### config.mk
export PLATFORM = sky130hd
export DESIGN_NAME = mem_stage
export DESIGN_NICKNAME = d
export VERILOG_FILES = /design/src/rtl/mem_stage.sv
export SDC_FILE = /design/constraint.sdc
export NUM_CORES = 1
export LEC_CHECK = 0
export BUFFER_PORTS_ARGS = -buffer_cell sky130_fd_sc_hd__buf_2
export CORE_MARGIN = 2
export CORE_UTILIZATION = 46
export CTS_BUF_LIST = sky130_fd_sc_hd__clkbuf_4 sky130_fd_sc_hd__clkbuf_8
export CTS_CLUSTER_DIAMETER = 40
export DETAILED_ROUTE_END_ITERATION = 6
export GPL_TIMING_DRIVEN = 0
export MAX_ROUTING_LAYER = met4
export PLACE_DENSITY_LB_ADDON = 0.08
export SLEW_MARGIN = 15
export SYNTH_ARGS = -nofsm -noshare
export SYNTH_HDL_FRONTEND = slang
export SYNTH_SLANG_ARGS = --single-unit
### constraint.sdc
create_clock -name clk -period 2 [get_ports clk]
set_input_delay 0.2 -clock clk [delete_from_list [all_inputs] [get_ports clk]]
set_output_delay 0.2 -clock clk [all_outputs]
set_load 0.05 [all_outputs]
### src/rtl/mem_stage.sv
// mem_stage: memory-access stage between execute and writeback.
// Accepts one op per cycle while idle. ALU ops write back the next cycle.
// Legal loads and stores run a req/gnt/rvalid transaction to data memory.
// Illegal or misaligned ops raise a one-cycle mem_fault pulse.
// Optional feature macro: MEM_TIMEOUT_EN. When it is defined, a transaction
// that sits in REQ/WAIT for TIMEOUT_CYCLES cycles is abandoned with a fault.
module mem_stage #(
    parameter int unsigned TIMEOUT_CYCLES = 255
) (
    input  logic        clk,
    input  logic        rst_n,
    input  logic        ex_valid,
    output logic        ex_ready,
    input  logic        ex_is_load,
    input  logic        ex_is_store,
    input  logic [2:0]  ex_funct3,
    input  logic [31:0] ex_result,
    input  logic [31:0] ex_mem_address,
    input  logic [31:0] ex_store_data,
    input  logic [4:0]  ex_rd,
    input  logic        ex_reg_write,
    output logic        dmem_req,
    output logic        dmem_we,
    output logic [31:0] dmem_addr,
    output logic [31:0] dmem_wdata,
    output logic [3:0]  dmem_wstrb,
    input  logic        dmem_gnt,
    input  logic        dmem_rvalid,
    input  logic [31:0] dmem_rdata,
    output logic        wb_valid,
    output logic        wb_we,
    output logic [4:0]  wb_rd,
    output logic [31:0] wb_data,
    output logic        mem_fault,
    output logic [31:0] fault_addr
);

    typedef enum logic [1:0] {
        ST_IDLE = 2'd0,
        ST_REQ  = 2'd1,
        ST_WAIT = 2'd2
    } state_e;

    state_e      state_q, state_d;
    logic        is_load_q, is_load_d;
    logic [2:0]  funct3_q, funct3_d;
    logic [31:0] addr_q, addr_d;
    logic [31:0] wdata_q, wdata_d;
    logic [3:0]  wstrb_q, wstrb_d;
    logic [4:0]  rd_q, rd_d;
    logic        reg_write_q, reg_write_d;
    logic        wb_valid_q, wb_valid_d;
    logic        wb_we_q, wb_we_d;
    logic [4:0]  wb_rd_q, wb_rd_d;
    logic [31:0] wb_data_q, wb_data_d;
    logic        mem_fault_q, mem_fault_d;
    logic [31:0] fault_addr_q, fault_addr_d;
    logic [35:0] lanes_s;

    // Opcode is legal for its direction and the address is aligned to its size.
    function automatic logic op_legal(input logic ld, input logic st,
                                      input logic [2:0] f3, input logic [1:0] a);
        logic code_ok;
        logic align_ok;
        code_ok = 1'b0;
        if (ld && !st) begin
            code_ok = (f3 == 3'd0) || (f3 == 3'd1) || (f3 == 3'd2) ||
                      (f3 == 3'd4) || (f3 == 3'd5);
        end else if (st && !ld) begin
            code_ok = (f3 == 3'd0) || (f3 == 3'd1) || (f3 == 3'd2);
        end else begin
            code_ok = 1'b0;
        end
        case (f3[1:0])
            2'b01:   align_ok = (a[0] == 1'b0);
            2'b10:   align_ok = (a == 2'b00);
            default: align_ok = 1'b1;
        endcase
        return code_ok && align_ok;
    endfunction

    // Store lane placement: returns {wstrb, wdata} with the data replicated.
    function automatic logic [35:0] store_lanes(input logic [2:0] f3, input logic [1:0] a,
                                                input logic [31:0] d);
        logic [35:0] r;
        case (f3)
            3'd0:    r = {4'b0001 << a, {4{d[7:0]}}};
            3'd1:    r = {(a[1] ? 4'b1100 : 4'b0011), {2{d[15:0]}}};
            3'd2:    r = {4'b1111, d};
            default: r = 36'd0;
        endcase
        return r;
    endfunction

    // Load lane extraction with sign or zero extension.
    function automatic logic [31:0] load_extract(input logic [2:0] f3, input logic [1:0] a,
                                                 input logic [31:0] rdata);
        logic [31:0] byte_s;
        logic [31:0] half_s;
        logic [31:0] r;
        byte_s = rdata >> {a, 3'b000};
        half_s = rdata >> {a[1], 4'b0000};
        case (f3)
            3'd0:    r = {{24{byte_s[7]}}, byte_s[7:0]};
            3'd4:    r = {24'd0, byte_s[7:0]};
            3'd1:    r = {{16{half_s[15]}}, half_s[15:0]};
            3'd5:    r = {16'd0, half_s[15:0]};
            3'd2:    r = rdata;
            default: r = 32'd0;
        endcase
        return r;
    endfunction

`ifdef MEM_TIMEOUT_EN
    localparam logic [15:0] TIMEOUT_LAST = 16'(TIMEOUT_CYCLES - 32'd1);
    logic [15:0] cnt_q, cnt_d;
    logic        timeout_s;

    // Cycle counter: zero while idle, counts every cycle in REQ/WAIT, saturates.
    always_comb begin
        cnt_d = cnt_q;
        if (state_q == ST_IDLE) begin
            cnt_d = 16'd0;
        end else if (cnt_q != 16'hFFFF) begin
            cnt_d = cnt_q + 16'd1;
        end else begin
            cnt_d = cnt_q;
        end
    end

    // Counter register.
    always_ff @(posedge clk or negedge rst_n) begin
        if (!rst_n) begin
            cnt_q <= 16'd0;
        end else begin
            cnt_q <= cnt_d;
        end
    end

    assign timeout_s = (cnt_q >= TIMEOUT_LAST);
`else
    // A zero timeout has no meaning; this block only ties the parameter's legal range.
    if (TIMEOUT_CYCLES == 32'd0) begin : g_timeout_zero
    end
`endif

    assign lanes_s = store_lanes(ex_funct3, ex_mem_address[1:0], ex_store_data);

    // Next-state, latched transaction fields and writeback/fault packet.
    always_comb begin
        state_d      = state_q;
        is_load_d    = is_load_q;
        funct3_d     = funct3_q;
        addr_d       = addr_q;
        wdata_d      = wdata_q;
        wstrb_d      = wstrb_q;
        rd_d         = rd_q;
        reg_write_d  = reg_write_q;
        wb_valid_d   = 1'b0;
        wb_we_d      = 1'b0;
        wb_rd_d      = wb_rd_q;
        wb_data_d    = wb_data_q;
        mem_fault_d  = 1'b0;
        fault_addr_d = fault_addr_q;
        case (state_q)
            ST_IDLE: begin
                if (ex_valid && !ex_is_load && !ex_is_store) begin
                    wb_valid_d = 1'b1;
                    wb_we_d    = ex_reg_write && (ex_rd != 5'd0);
                    wb_rd_d    = ex_rd;
                    wb_data_d  = ex_result;
                end else if (ex_valid && !op_legal(ex_is_load, ex_is_store, ex_funct3,
                                                   ex_mem_address[1:0])) begin
                    mem_fault_d  = 1'b1;
                    fault_addr_d = ex_mem_address;
                end else if (ex_valid) begin
                    state_d     = ST_REQ;
                    is_load_d   = ex_is_load;
                    funct3_d    = ex_funct3;
                    addr_d      = ex_mem_address;
                    wdata_d     = ex_is_load ? 32'd0 : lanes_s[31:0];
                    wstrb_d     = ex_is_load ? 4'd0 : lanes_s[35:32];
                    rd_d        = ex_rd;
                    reg_write_d = ex_reg_write;
                end else begin
                    state_d = ST_IDLE;
                end
            end
            ST_REQ: begin
                if (dmem_gnt && is_load_q) begin
                    state_d = ST_WAIT;
                end else if (dmem_gnt) begin
                    state_d    = ST_IDLE;
                    wb_valid_d = 1'b1;
                    wb_we_d    = 1'b0;
                    wb_rd_d    = rd_q;
                    wb_data_d  = 32'd0;
                end
`ifdef MEM_TIMEOUT_EN
                else if (timeout_s) begin
                    state_d      = ST_IDLE;
                    mem_fault_d  = 1'b1;
                    fault_addr_d = addr_q;
                end
`endif
                else begin
                    state_d = ST_REQ;
                end
            end
            ST_WAIT: begin
                if (dmem_rvalid) begin
                    state_d    = ST_IDLE;
                    wb_valid_d = 1'b1;
                    wb_we_d    = reg_write_q && (rd_q != 5'd0);
                    wb_rd_d    = rd_q;
                    wb_data_d  = load_extract(funct3_q, addr_q[1:0], dmem_rdata);
                end
`ifdef MEM_TIMEOUT_EN
                else if (timeout_s) begin
                    state_d      = ST_IDLE;
                    mem_fault_d  = 1'b1;
                    fault_addr_d = addr_q;
                end
`endif
                else begin
                    state_d = ST_WAIT;
                end
            end
            default: begin
                state_d = ST_IDLE;
            end
        endcase
    end

    // State, transaction and output registers.
    always_ff @(posedge clk or negedge rst_n) begin
        if (!rst_n) begin
            state_q      <= ST_IDLE;
            is_load_q    <= 1'b0;
            funct3_q     <= 3'd0;
            addr_q       <= 32'd0;
            wdata_q      <= 32'd0;
            wstrb_q      <= 4'd0;
            rd_q         <= 5'd0;
            reg_write_q  <= 1'b0;
            wb_valid_q   <= 1'b0;
            wb_we_q      <= 1'b0;
            wb_rd_q      <= 5'd0;
            wb_data_q    <= 32'd0;
            mem_fault_q  <= 1'b0;
            fault_addr_q <= 32'd0;
        end else begin
            state_q      <= state_d;
            is_load_q    <= is_load_d;
            funct3_q     <= funct3_d;
            addr_q       <= addr_d;
            wdata_q      <= wdata_d;
            wstrb_q      <= wstrb_d;
            rd_q         <= rd_d;
            reg_write_q  <= reg_write_d;
            wb_valid_q   <= wb_valid_d;
            wb_we_q      <= wb_we_d;
            wb_rd_q      <= wb_rd_d;
            wb_data_q    <= wb_data_d;
            mem_fault_q  <= mem_fault_d;
            fault_addr_q <= fault_addr_d;
        end
    end

    // Memory bus is driven straight from the state and latched fields.
    assign ex_ready   = (state_q == ST_IDLE);
    assign dmem_req   = (state_q == ST_REQ);
    assign dmem_we    = dmem_req && !is_load_q;
    assign dmem_addr  = {addr_q[31:2], 2'b00};
    assign dmem_wdata = wdata_q;
    assign dmem_wstrb = wstrb_q;
    assign wb_valid   = wb_valid_q;
    assign wb_we      = wb_we_q;
    assign wb_rd      = wb_rd_q;
    assign wb_data    = wb_data_q;
    assign mem_fault  = mem_fault_q;
    assign fault_addr = fault_addr_q;

endmodule

==> reports/metrics.csv, run 1 <==
metric,value,unit
Final Skew,14.4,ps
DRT Pass-1 Iters,5,
part of the power in registers,0.301,
critical path peak fanout,10,
CTS Sinks,152,
routability cong.,0.845,
top post-synthesis cells by count,"152 x dfrtp_1, 83 x nand2_1, 46 x nor2_1",
Worst-path clk slew,80,ps
initial core utilization,0.471,
Netlist cell types,53,
die width,132,um
Synth Instances,692,
"Req. time, crit path",2340,ps
# setup viols final,0,
Tcrit/Tclk final,0.967,
sequential fraction of the synthesis area,0.507,
fin util,0.661,
Site Rows,46,
setup TNS,0,ps
most frequent cell after synthesis,dfrtp_1,
Peak VDD IR,0.00103,V
Max-cap violations,0,
total clock buffers created by CTS,17,
drt total wl,23.0,mm
ANT nets after route,0,
Vias,6739,
Post-Syn Area,7500,um2
Core ar.,15900,um2
main area contributors after synthesis,"dfrtp_1 51%, mux2_4 7.6%, mux2_2 5.9%",
Yosys reg bits,152,
Comb pwr share,0.546,
H-tree depth,4,
Die Footprint,17400,um2
mean area per synthesized cell,10.8,um2
nets@finish,1211,
1st-iter DRT viols,446,
fmax,517,MHz
Slew headroom,0.463,
DRC,0,
crit path kind,reg -> reg,
minimum clock period,1930,ps
worst path arrival time,2270,ps
Worst Tran Pin Value,799,ps
largest net degree at the start of global routing,83,
clk buf depth,2,
Die Ht,132,um
Psw,7620,uW
Synth area leader,dfrtp_1,
Design Power,15900,uW
ys flop type,dfrtp_1,
Skew-Pair Late Insertion Delay,460,ps
grt total ovfl,0,
Leakage,0.00523,uW
top cell type's share of synthesized area,0.507,
ys async rst share,1.00,
drt wl/cell,17.8,um
Sw Ratio,0.480,
Root Driver,clkbuf_8,
dpl hpwl,16.4,mm
Internal Dissipation,8260,uW
vias per cell,5.23,
layout cells sized above 1,0.463,
nature of the critical path startpoint,flip-flop,
status,finished clean,
first-pass GRT wire length,36.5,mm
initial antenna violation count,1,
Tightest Hold Check Type,in -> reg,
IO Port Bufs,283,
Power Density,1510,nW/um2
final hold vios,0,
Critical Path End Type,flip-flop,
number of enable flip-flop cells after synthesis,0,
Synth warnings,0,
CTS tree,done,
I/O pins,287,
clock power share,0.153,
area grow syn2layout,40.3,%
vias in the first global route,6913,
GRT Overall Usage,0.270,
max-slew violation count,0,
==> worst paths after layout <==
check / start / slack (ps) / to / cells after the start
max in group asynchronous: rst_n / 880 / state_q[1] / 3
worst max-delay path: state_q[1] / 70 / rd_q[0] / 7
worst min-delay path: ex_result[3] / 20 / wb_data[3] / 3
worst max register to register: state_q[1] / 70 / rd_q[0] / 7
min in group asynchronous: rst_n / 290 / addr_q[19] / 2
worst min register to register: dmem_wdata[21] / 480 / dmem_wdata[21] / 2
==> placed cells by master (no fill, tap or decap), types with 3 or more instances in the layout <==
master	synthesis	routed
a211oi_1	5	4
a21o_1	3	3
a21oi_1	34	34
a221oi_1	8	8
a222oi_1	7	7
a22oi_1	24	24
and2_1	19	17
buf_1	4	4
buf_2	12	286
buf_4	33	41
buf_6	5	15
buf_8	0	3
clkbuf_1	26	16
clkbuf_8	0	19
clkinv_4	0	3
dfrtp_1	152	151
dlygate4sd3_1	0	58
ha_1	7	3
inv_1	10	8
inv_6	0	4
mux2_2	39	39
mux2_4	38	38
mux2i_1	8	8
nand2_1	83	80
nand2b_1	3	3
nand3_1	8	8
nor2_1	46	45
nor2b_1	6	3
o211ai_1	8	8
o21ai_0	41	30
o21ai_1	1	8
o21ai_2	0	4
o22ai_1	7	5
o31ai_1	26	23
o31ai_2	0	3
==> cell families (layout without fill, tap and decap cells) <==
logic type      after synthesis  in the layout  synth area share
other cells                   1              3          0.000500
compound gates              175            175             0.155
xor+xnor                      1              1           0.00117
fa+ha+maj                     7              7            0.0117
simple gates                180            180             0.108
mux                          86             86             0.148
buf+inv                      90            469            0.0685
flops                       152            152             0.507
==> worst max-delay path, stage by stage (launching register included) <==
cell     delay, ps
dfrtp_2        450
inv_2          100
ha_4           140
nand2_2         70
or3_4          400
buf_4          180
buf_6          170
mux2_4         300
==> registers in the layout, summed over array words and instances, names as in the netlist <==
signal,count
reg_write_q,1
fault_addr,32
dmem_wdata,32
funct3_q,3
is_load_q,1
wb_data,32
wb_valid,1
wb_we,1
mem_fault,1
addr_q,32
rd_q,5
state_q,2
dmem_wstrb,4
wb_rd,5
==> power by group through the flow <==
stage	clock (uW)	combinational, uW	sequential [uW]
final	2430	8670	4770
after global routing	2600	9170	4920
after CTS	2470	8490	4740
after detailed placement	0	8250	4790
after global placement	0	8190	4750
after floorplan	0	4080	7010
==> stage by stage <==
stage / instances / hold WS [ps] / worst slack [ps] / cell area (um2)
finish: 1289 / 22.0 / 66.4 / 10500
floorplan: 693 / -95.6 / -48.9 / 7520
detailed placement: 1193 / 203 / -528 / 9240
global route: 1289 / 15.0 / -13.6 / 10500
CTS: 1284 / 1.74 / -25.3 / 10300
global placement: 1192 / 439 / -1620 / 9210
==> metal layers <==
layer	track usage	routed length [um]
met3	0.0681	1490
met5	-	0
met1	0.348	10000
met2	0.429	11000
met4	0.0694	445
==> cell type report <==
cell class | count | area [um2]
sequential | 152 | 3800
clock buffer | 19 | 262
multi-input combinational | 451 | 3350
buffer | 76 | 541
timing repair buffer | 352 | 2120
tap | 216 | 270
antenna | 1 | 2.50
inverter | 10 | 37.5
fill | 1360 | 5410
clock inverter | 12 | 141
==> repair_timing <==
item	4_1_cts	5_1_grt
pin swaps	3	12
buffers inserted	4	4
cloned	0	2
hold endpoints to repair	158	0
setup endpoints to repair	86	146
hold buffers	58	0
gates resized for setup	27	63
(Power assumes the default switching activity.)
==> inputs of run 2 (changes only) <==
==> constraint.sdc (replaced) <==
create_clock -name clk -period 2 [get_ports clk]
set_input_delay 0 -clock clk [delete_from_list [all_inputs] [get_ports clk]]
set_output_delay 0 -clock clk [all_outputs]
set_load 0.05 [all_outputs]
==> run 2 against run 1 <==
Compared with the run above: core utilization up 4.5 points; clock skew down 0.86 ps; clock-buffer cell count unchanged; sequential power about the same; sequential share of layout area down 2.3 points; global-route usage up 1.6 points; non-clock buffer count up 75; final area up 6.9%.
==> reports/metrics.csv, run 2 (same netlist as run 1, synthesis figures left out) <==
metric,value,unit,change
crit path buf inv count,3,,unchanged
worst path arrival time,2270,ps,about the same
Top Metal Used,met4,,unchanged
clk buf depth,2,,unchanged
Post-DP Area,9240,um2,unchanged
Final Skew,13.5,ps,was 14.4 ps
Power Density,1430,nW/um2,was 1510 nW/um2
1st-iter DRT viols,491,,was 446
Worst-path clk slew,80,ps,about the same
Leakage,0.00553,uW,was 0.00523 uW
CTS Sinks,152,,unchanged
worst hold start,dmem_rdata[29],,was ex_result[3]
initial core utilization,0.471,,unchanged
Tcrit/Tclk final,0.966,,was 0.967
I/O pins,287,,unchanged
layout cells sized above 1,0.429,,was 0.463
Hold Path Stages,4,,was 3
Peak VDD IR,0.00103,V,about the same
Critical Path End Type,flip-flop,,unchanged
ANT nets after route,0,,unchanged
largest net degree at the start of global routing,83,,unchanged
wire length on met1,10.3,mm,was 10.0 mm
grt total ovfl,0,,unchanged
Core ar.,15900,um2,unchanged
initial antenna violation count,1,,unchanged
critical path peak fanout,10,,unchanged
crit path kind,reg -> reg,,unchanged
"Req. time, crit path",2340,ps,about the same
vias per cell,5.25,,was 5.23
r2r startpoint,state_q[1],,unchanged
total clock buffers created by CTS,17,,unchanged
Worst path top cell family by delay,simple AND/OR/NAND/NOR gates,,unchanged
DR WL met3,1.75,mm,was 1.49 mm
area grow syn2layout,50.0,%,was 40.3%
DRC,0,,unchanged
R2R depth,7,,unchanged
final hold vios,0,,unchanged
Die Footprint,17400,um2,unchanged
WP depth,7,,unchanged
Die Ht,132,um,unchanged
dpl hpwl,16.4,mm,unchanged
Crit-path slowest cell,dfrtp_2,,unchanged
pre-CTS setup slack,-419,ps,was -528 ps
GRT Overall Usage,0.286,,was 0.270
Max-cap violations,0,,unchanged
end of the worst hold path,wb_data[29],,was wb_data[3]
worst stage delay on the critical path,450,ps,about the same
max-slew violation count,0,,unchanged
Slew headroom,0.440,,was 0.463
Vias,7156,,was 6739
DRT Pass-1 Iters,6,,was 5
first-pass GRT wire length,38.8,mm,was 36.5 mm
status,finished clean,,unchanged
FF-to-FF End,rd_q[4],,was rd_q[0]
Worst Slack Setup Final,68.2,ps,was 66.4 ps
finished layout cell area,11300,um2,was 10500 um2
Root Driver,clkbuf_8,,unchanged
nature of the critical path startpoint,flip-flop,,unchanged
Worst Tran Pin Value,833,ps,was 799 ps
nets@finish,1286,,was 1211
most frequent cells in the layout,"287 x buf_2, 151 x dfrtp_1, 134 x dlygate4sd3_1, 80 x nand2_1, 46 x nor2_1",,"was 286 x buf_2, 151 x dfrtp_1, 80 x nand2_1, 58 x dlygate4sd3_1, 45 x nor2_1"
vias in the first global route,7467,,was 6913
drt total wl,24.6,mm,was 23.0 mm
IO Port Bufs,283,,unchanged
CTS tree,done,,unchanged
H-tree depth,4,,unchanged
# setup viols final,0,,unchanged
drt wl/cell,18.0,um,was 17.8 um
routability cong.,0.845,,unchanged
minimum clock period,1930,ps,about the same
R2R setup slack,70,ps,about the same
cell breakdown of the critical path,"inv_2, ha_4, nand2_2, or3_4, buf_4, buf_6, mux2_4",,unchanged
Tightest Hold Check Type,in -> reg,,unchanged
die width,132,um,unchanged
"most common cell after layout, fill and taps aside",buf_2,,unchanged
met2 routed WL,12.0,mm,was 11.0 mm
Site Rows,46,,unchanged
fmax,518,MHz,was 517 MHz
setup TNS,0,ps,unchanged
Skew-Pair Late Insertion Delay,460,ps,about the same
run 2: metrics by stage:
step / hold WS (ps) / util / instances / total power (uW)
2_1_floorplan: -296 / - / 693 / 11100
5_1_grt: 34.5 / 0.706 / 1364 / 16800
6_report: 28.1 / 0.706 / 1364 / 16100
4_1_cts: 2.11 / 0.695 / 1360 / 15800
3_5_place_dp: 3.30 / 0.580 / 1193 / 13000
3_3_place_gp: 239 / 0.577 / 1192 / 12900
run 2: worst reg2reg max path: cells and delay by family, from the launching register on:
kind | cells | cell delay (ps)
adders and majority gates | 1 | 140
buffers and inverters | 3 | 450
DFF | 1 | 450
muxes | 1 | 310
and+or+nand+nor | 2 | 470
run 2: worst max path at each step:
| stage | from | endpoint |
|---|---|---|
| final | state_q[1] | rd_q[4] |
| after global routing | funct3_q[0] | wb_data[8] |
| after CTS | state_q[1] | fault_addr[30] |
| after detailed placement | state_q[0] | wb_data[13] |
| after global placement | rst_n | dmem_wdata[21] |
| after floorplan | state_q[0] | dmem_wdata[12] |
run 2: layout make-up:
cell class,instances,area [um2]
timing repair buffer,427,2870
sequential,152,3800
clock buffer,19,262
inverter,10,37.5
clock inverter,12,141
fill,1243,4690
multi-input combinational,451,3330
tap,216,270
antenna,1,2.50
buffer,76,533
run 2: layer usage:
metal,vias to the layer above,track usage
met5,-,-
met3,46,0.0688
met1,3433,0.356
met2,351,0.467
li1,3326,-
met4,0,0.0839
run 2: what timing repair did:
action                     4_1_cts  5_1_grt
setup endpoints to repair       86      146
hold endpoints to repair       237        0
hold buffers                   134        0
gates cloned                     0        2
buffers inserted                 4        3
pin swaps                        3       10
resized for setup               27       54
run 2: power by group:
part | internal, uW | switching [uW] | total (uW)
logic | 3020 | 5820 | 8830
clock network | 1190 | 1240 | 2430
registers | 4140 | 654 | 4790
==> inputs of run 3 (changes only) <==
--- a/config.mk
+++ b/config.mk
@@ -5,9 +5,10 @@
 export SDC_FILE = /design/constraint.sdc
 export NUM_CORES = 1
 export LEC_CHECK = 0
+export ABC_AREA = 1
 export BUFFER_PORTS_ARGS = -buffer_cell sky130_fd_sc_hd__buf_2
 export CORE_MARGIN = 2
-export CORE_UTILIZATION = 46
+export CORE_UTILIZATION = 47
 export CTS_BUF_LIST = sky130_fd_sc_hd__clkbuf_4 sky130_fd_sc_hd__clkbuf_8
 export CTS_CLUSTER_DIAMETER = 40
 export DETAILED_ROUTE_END_ITERATION = 6
==> run 3 against run 2 <==
Compared with the run above: sequential share of layout area fell by 1.6 points; critical path type is now in -> reg; core utilization fell by 2.1 points; setup slack improved by 43 ps; worst hold slack improved by 6.0 ps; power rose by 27%; clock-buffer cell count fell by 1; wire length rose by 13%.
==> reports/metrics.csv, run 3 <==
metric,value,unit,change
H-tree depth,4,,unchanged
die width,137,um,was 132 um
first-pass GRT wire length,42.7,mm,was 38.8 mm
Final Skew,11.0,ps,was 13.5 ps
Critical Path End Type,flip-flop,,unchanged
dpl hpwl,19.6,mm,was 16.4 mm
Tightest Hold Check Type,in -> reg,,unchanged
top post-synthesis cells by count,"425 x nand2_1, 152 x dfrtp_1, 126 x nand3_1",,"was 152 x dfrtp_1, 83 x nand2_1, 46 x nor2_1"
ys async rst share,1.00,,unchanged
crit path kind,in -> reg,,was reg -> reg
main area contributors after synthesis,"dfrtp_1 46%, nand2_1 19%, nand3_1 7.6%",,"was dfrtp_1 51%, mux2_4 7.6%, mux2_2 5.9%"
Die Ht,137,um,was 132 um
met1 Use GR,0.372,,was 0.356
vias per cell,5.06,,was 5.25
drt total wl,27.7,mm,was 24.6 mm
Die Footprint,18700,um2,was 17400 um2
Root Driver,clkbuf_8,,unchanged
"most common cell after layout, fill and taps aside",nand2_1,,was buf_2
XOR/XNOR share of the synthesized area,0,,was 0.00117
adder-cell area share of the yosys netlist,0.0106,,was 0.0117
Slew headroom,0.461,,was 0.440
Post-DP Area,10000,um2,was 9240 um2
DRT Pass-1 Iters,5,,was 6
Synth warnings,0,,unchanged
# setup viols final,0,,unchanged
Synth Instances,1108,,was 692
Worst-path clk slew,90,ps,was 80 ps
vias in the first global route,8714,,was 7467
Post-Syn Area,8290,um2,was 7500 um2
Layout fillers,1502,,was 1243
layout cells sized above 1,0.280,,was 0.429
Design Power,20400,uW,was 16100 uW
top cell type's share of synthesized area,0.459,,was 0.507
initial core utilization,0.481,,was 0.471
ys flop type,dfrtp_1,,unchanged
start point of the critical path,ex_funct3[1],,was state_q[1]
Power Density,1720,nW/um2,was 1430 nW/um2
worst path arrival time,2270,ps,about the same
diodes inserted,0,,was 1
fin util,0.685,,was 0.706
finished layout cell area,11800,um2,was 11300 um2
Tcrit/Tclk final,0.944,,was 0.966
nets@finish,1695,,was 1286
"Req. time, crit path",2380,ps,was 2340 ps
most frequent cell after synthesis,nand2_1,,was dfrtp_1
Worst Tran Pin Value,802,ps,was 833 ps
M3 GR Usage,0.0593,,was 0.0688
Synth area leader,dfrtp_1,,unchanged
CTS Sinks,152,,unchanged
Skew-Pair Late Insertion Delay,440,ps,was 460 ps
initial antenna violation count,0,,was 1
R2R setup slack,120,ps,was 70 ps
Site Rows,48,,was 46
Core ar.,17200,um2,was 15900 um2
critical path peak fanout,10,,unchanged
DRC,0,,unchanged
1st-iter DRT viols,509,,was 491
status,finished clean,,unchanged
clk buf depth,2,,unchanged
Post-Synth Simple-Gate Area,0.326,,was 0.108
CP endpoint,fault_addr[19],,was rd_q[4]
final hold vios,0,,unchanged
Netlist cell types,35,,was 53
Hold Slack,34.1,ps,was 28.1 ps
FF-to-FF End,wb_data[14],,was rd_q[4]
main combinational cell family by area after synthesis,simple AND/OR/NAND/NOR gates,,was compound AO/OA/AOI/OAI gates
Yosys reg bits,152,,unchanged
max-slew violation count,0,,unchanged
IO Port Bufs,284,,was 283
busiest grt layer,met2,,unchanged
nature of the critical path startpoint,input pin,,was flip-flop
Vias,9021,,was 7156
sequential fraction of the synthesis area,0.459,,was 0.507
routability cong.,0.924,,was 0.845
mean area per synthesized cell,7.48,um2,was 10.8 um2
drt wl/cell,15.5,um,was 18.0 um
Reg area,3800,um2,about the same
Max-cap violations,0,,unchanged
Peak VDD IR,0.00126,V,was 0.00103 V
I/O pins,287,,unchanged
CTS tree,done,,unchanged
Final Non-Filler Cells,1782,,was 1364
grt total ovfl,0,,unchanged
Leakage,0.00650,uW,was 0.00553 uW
M2 GR Usage,0.494,,was 0.467
total clock buffers created by CTS,17,,unchanged
fmax,529,MHz,was 518 MHz
GRT Overall Usage,0.300,,was 0.286
r2r startpoint,state_q[1],,unchanged
largest net degree at the start of global routing,79,,was 83
ANT nets after route,0,,unchanged
area grow syn2layout,42.5,%,was 50.0%
number of enable flip-flop cells after synthesis,0,,unchanged
complex-gate fraction of the synthesized area,0.0858,,was 0.155
most frequent cells in the layout,"425 x nand2_1, 310 x buf_2, 152 x dfrtp_1, 126 x nand3_1, 124 x dlygate4sd3_1",,"was 287 x buf_2, 151 x dfrtp_1, 134 x dlygate4sd3_1, 80 x nand2_1, 46 x nor2_1"
mux share of post-synthesis cell area,0.00483,,was 0.148
R2R depth,10,,was 7
minimum clock period,1890,ps,was 1930 ps
Multi-input gate area,3580,um2,was 3330 um2
Placed Instances,1619,,was 1193
==> run 3: how the worst min path moves through the flow <==
stage / start / end / cells past startpoint
after detailed placement: rst_n / wb_data[14] / 1
after global routing: ex_store_data[26] / dmem_wdata[26] / 7
final: ex_store_data[23] / dmem_wdata[23] / 7
after global placement: ex_mem_address[12] / addr_q[12] / 3
after floorplan: rst_n / addr_q[0] / 0
after CTS: ex_store_data[13] / dmem_wdata[13] / 7
==> run 3: area by class of cell <==
cell class,instances,share of cell area
clock buffers,18,0.0210
plain buffers,100,0.0520
repair buffers,418,0.234
clock inverters,14,0.0126
flip-flops and latches,152,0.322
multi-input cells,760,0.303
inverters,95,0.0305
well taps,225,0.0238
==> run 3: where the power goes <==
| part | switching, uW | internal, uW |
|---|---|---|
| Sequential | 837 | 4570 |
| Combinational | 8990 | 3560 |
| Clock | 1320 | 1080 |
| Total | 11200 | 9210 |
==> run 3: worst max-delay path, cell delays in order <==
cell and delay (ps):
dlygate4sd3_1 550, buf_2 140, inv_1 60, ha_2 190, or2_1 240, buf_6 140
o21ai_4 120, nand2_2 110, nand2_4 110, buf_4 130, buf_2 220, nand4_1 130
nand2_1 110
==> run 3: layer usage <==
metal	share of wire	vias to the layer above
met3	0.072	52
met4	0.024	0
met5	0	-
met2	0.48	364
li1	-	4391
met1	0.43	4214
==> run 3: stage by stage <==
| step | setup WS (ps) | setup TNS (ps) |
|---|---|---|
| 2_1_floorplan | 62.8 | 0 |
| 3_3_place_gp | -1390 | -216470 |
| 3_5_place_dp | -297 | -8450 |
| 4_1_cts | -46.9 | -53.8 |
| 5_1_grt | -11.3 | -26.5 |
| 6_report | 111 | 0 |
==> run 3: cells by family after synthesis <==
family	count (synthesis)
flops	152
fa+ha+maj	7
buf+inv	197
mux	4
compound gates	116
other cells	1
simple gates	631
==> run 3: what timing repair did <==
| action | in CTS | in global routing |
|---|---|---|
| endpoints found under the setup margin | 83 | 74 |
| hold buffers | 124 | 0 |
| resized for setup | 11 | 24 |
| hold endpoints to repair | 203 | 0 |
| buffers inserted | 0 | 9 |
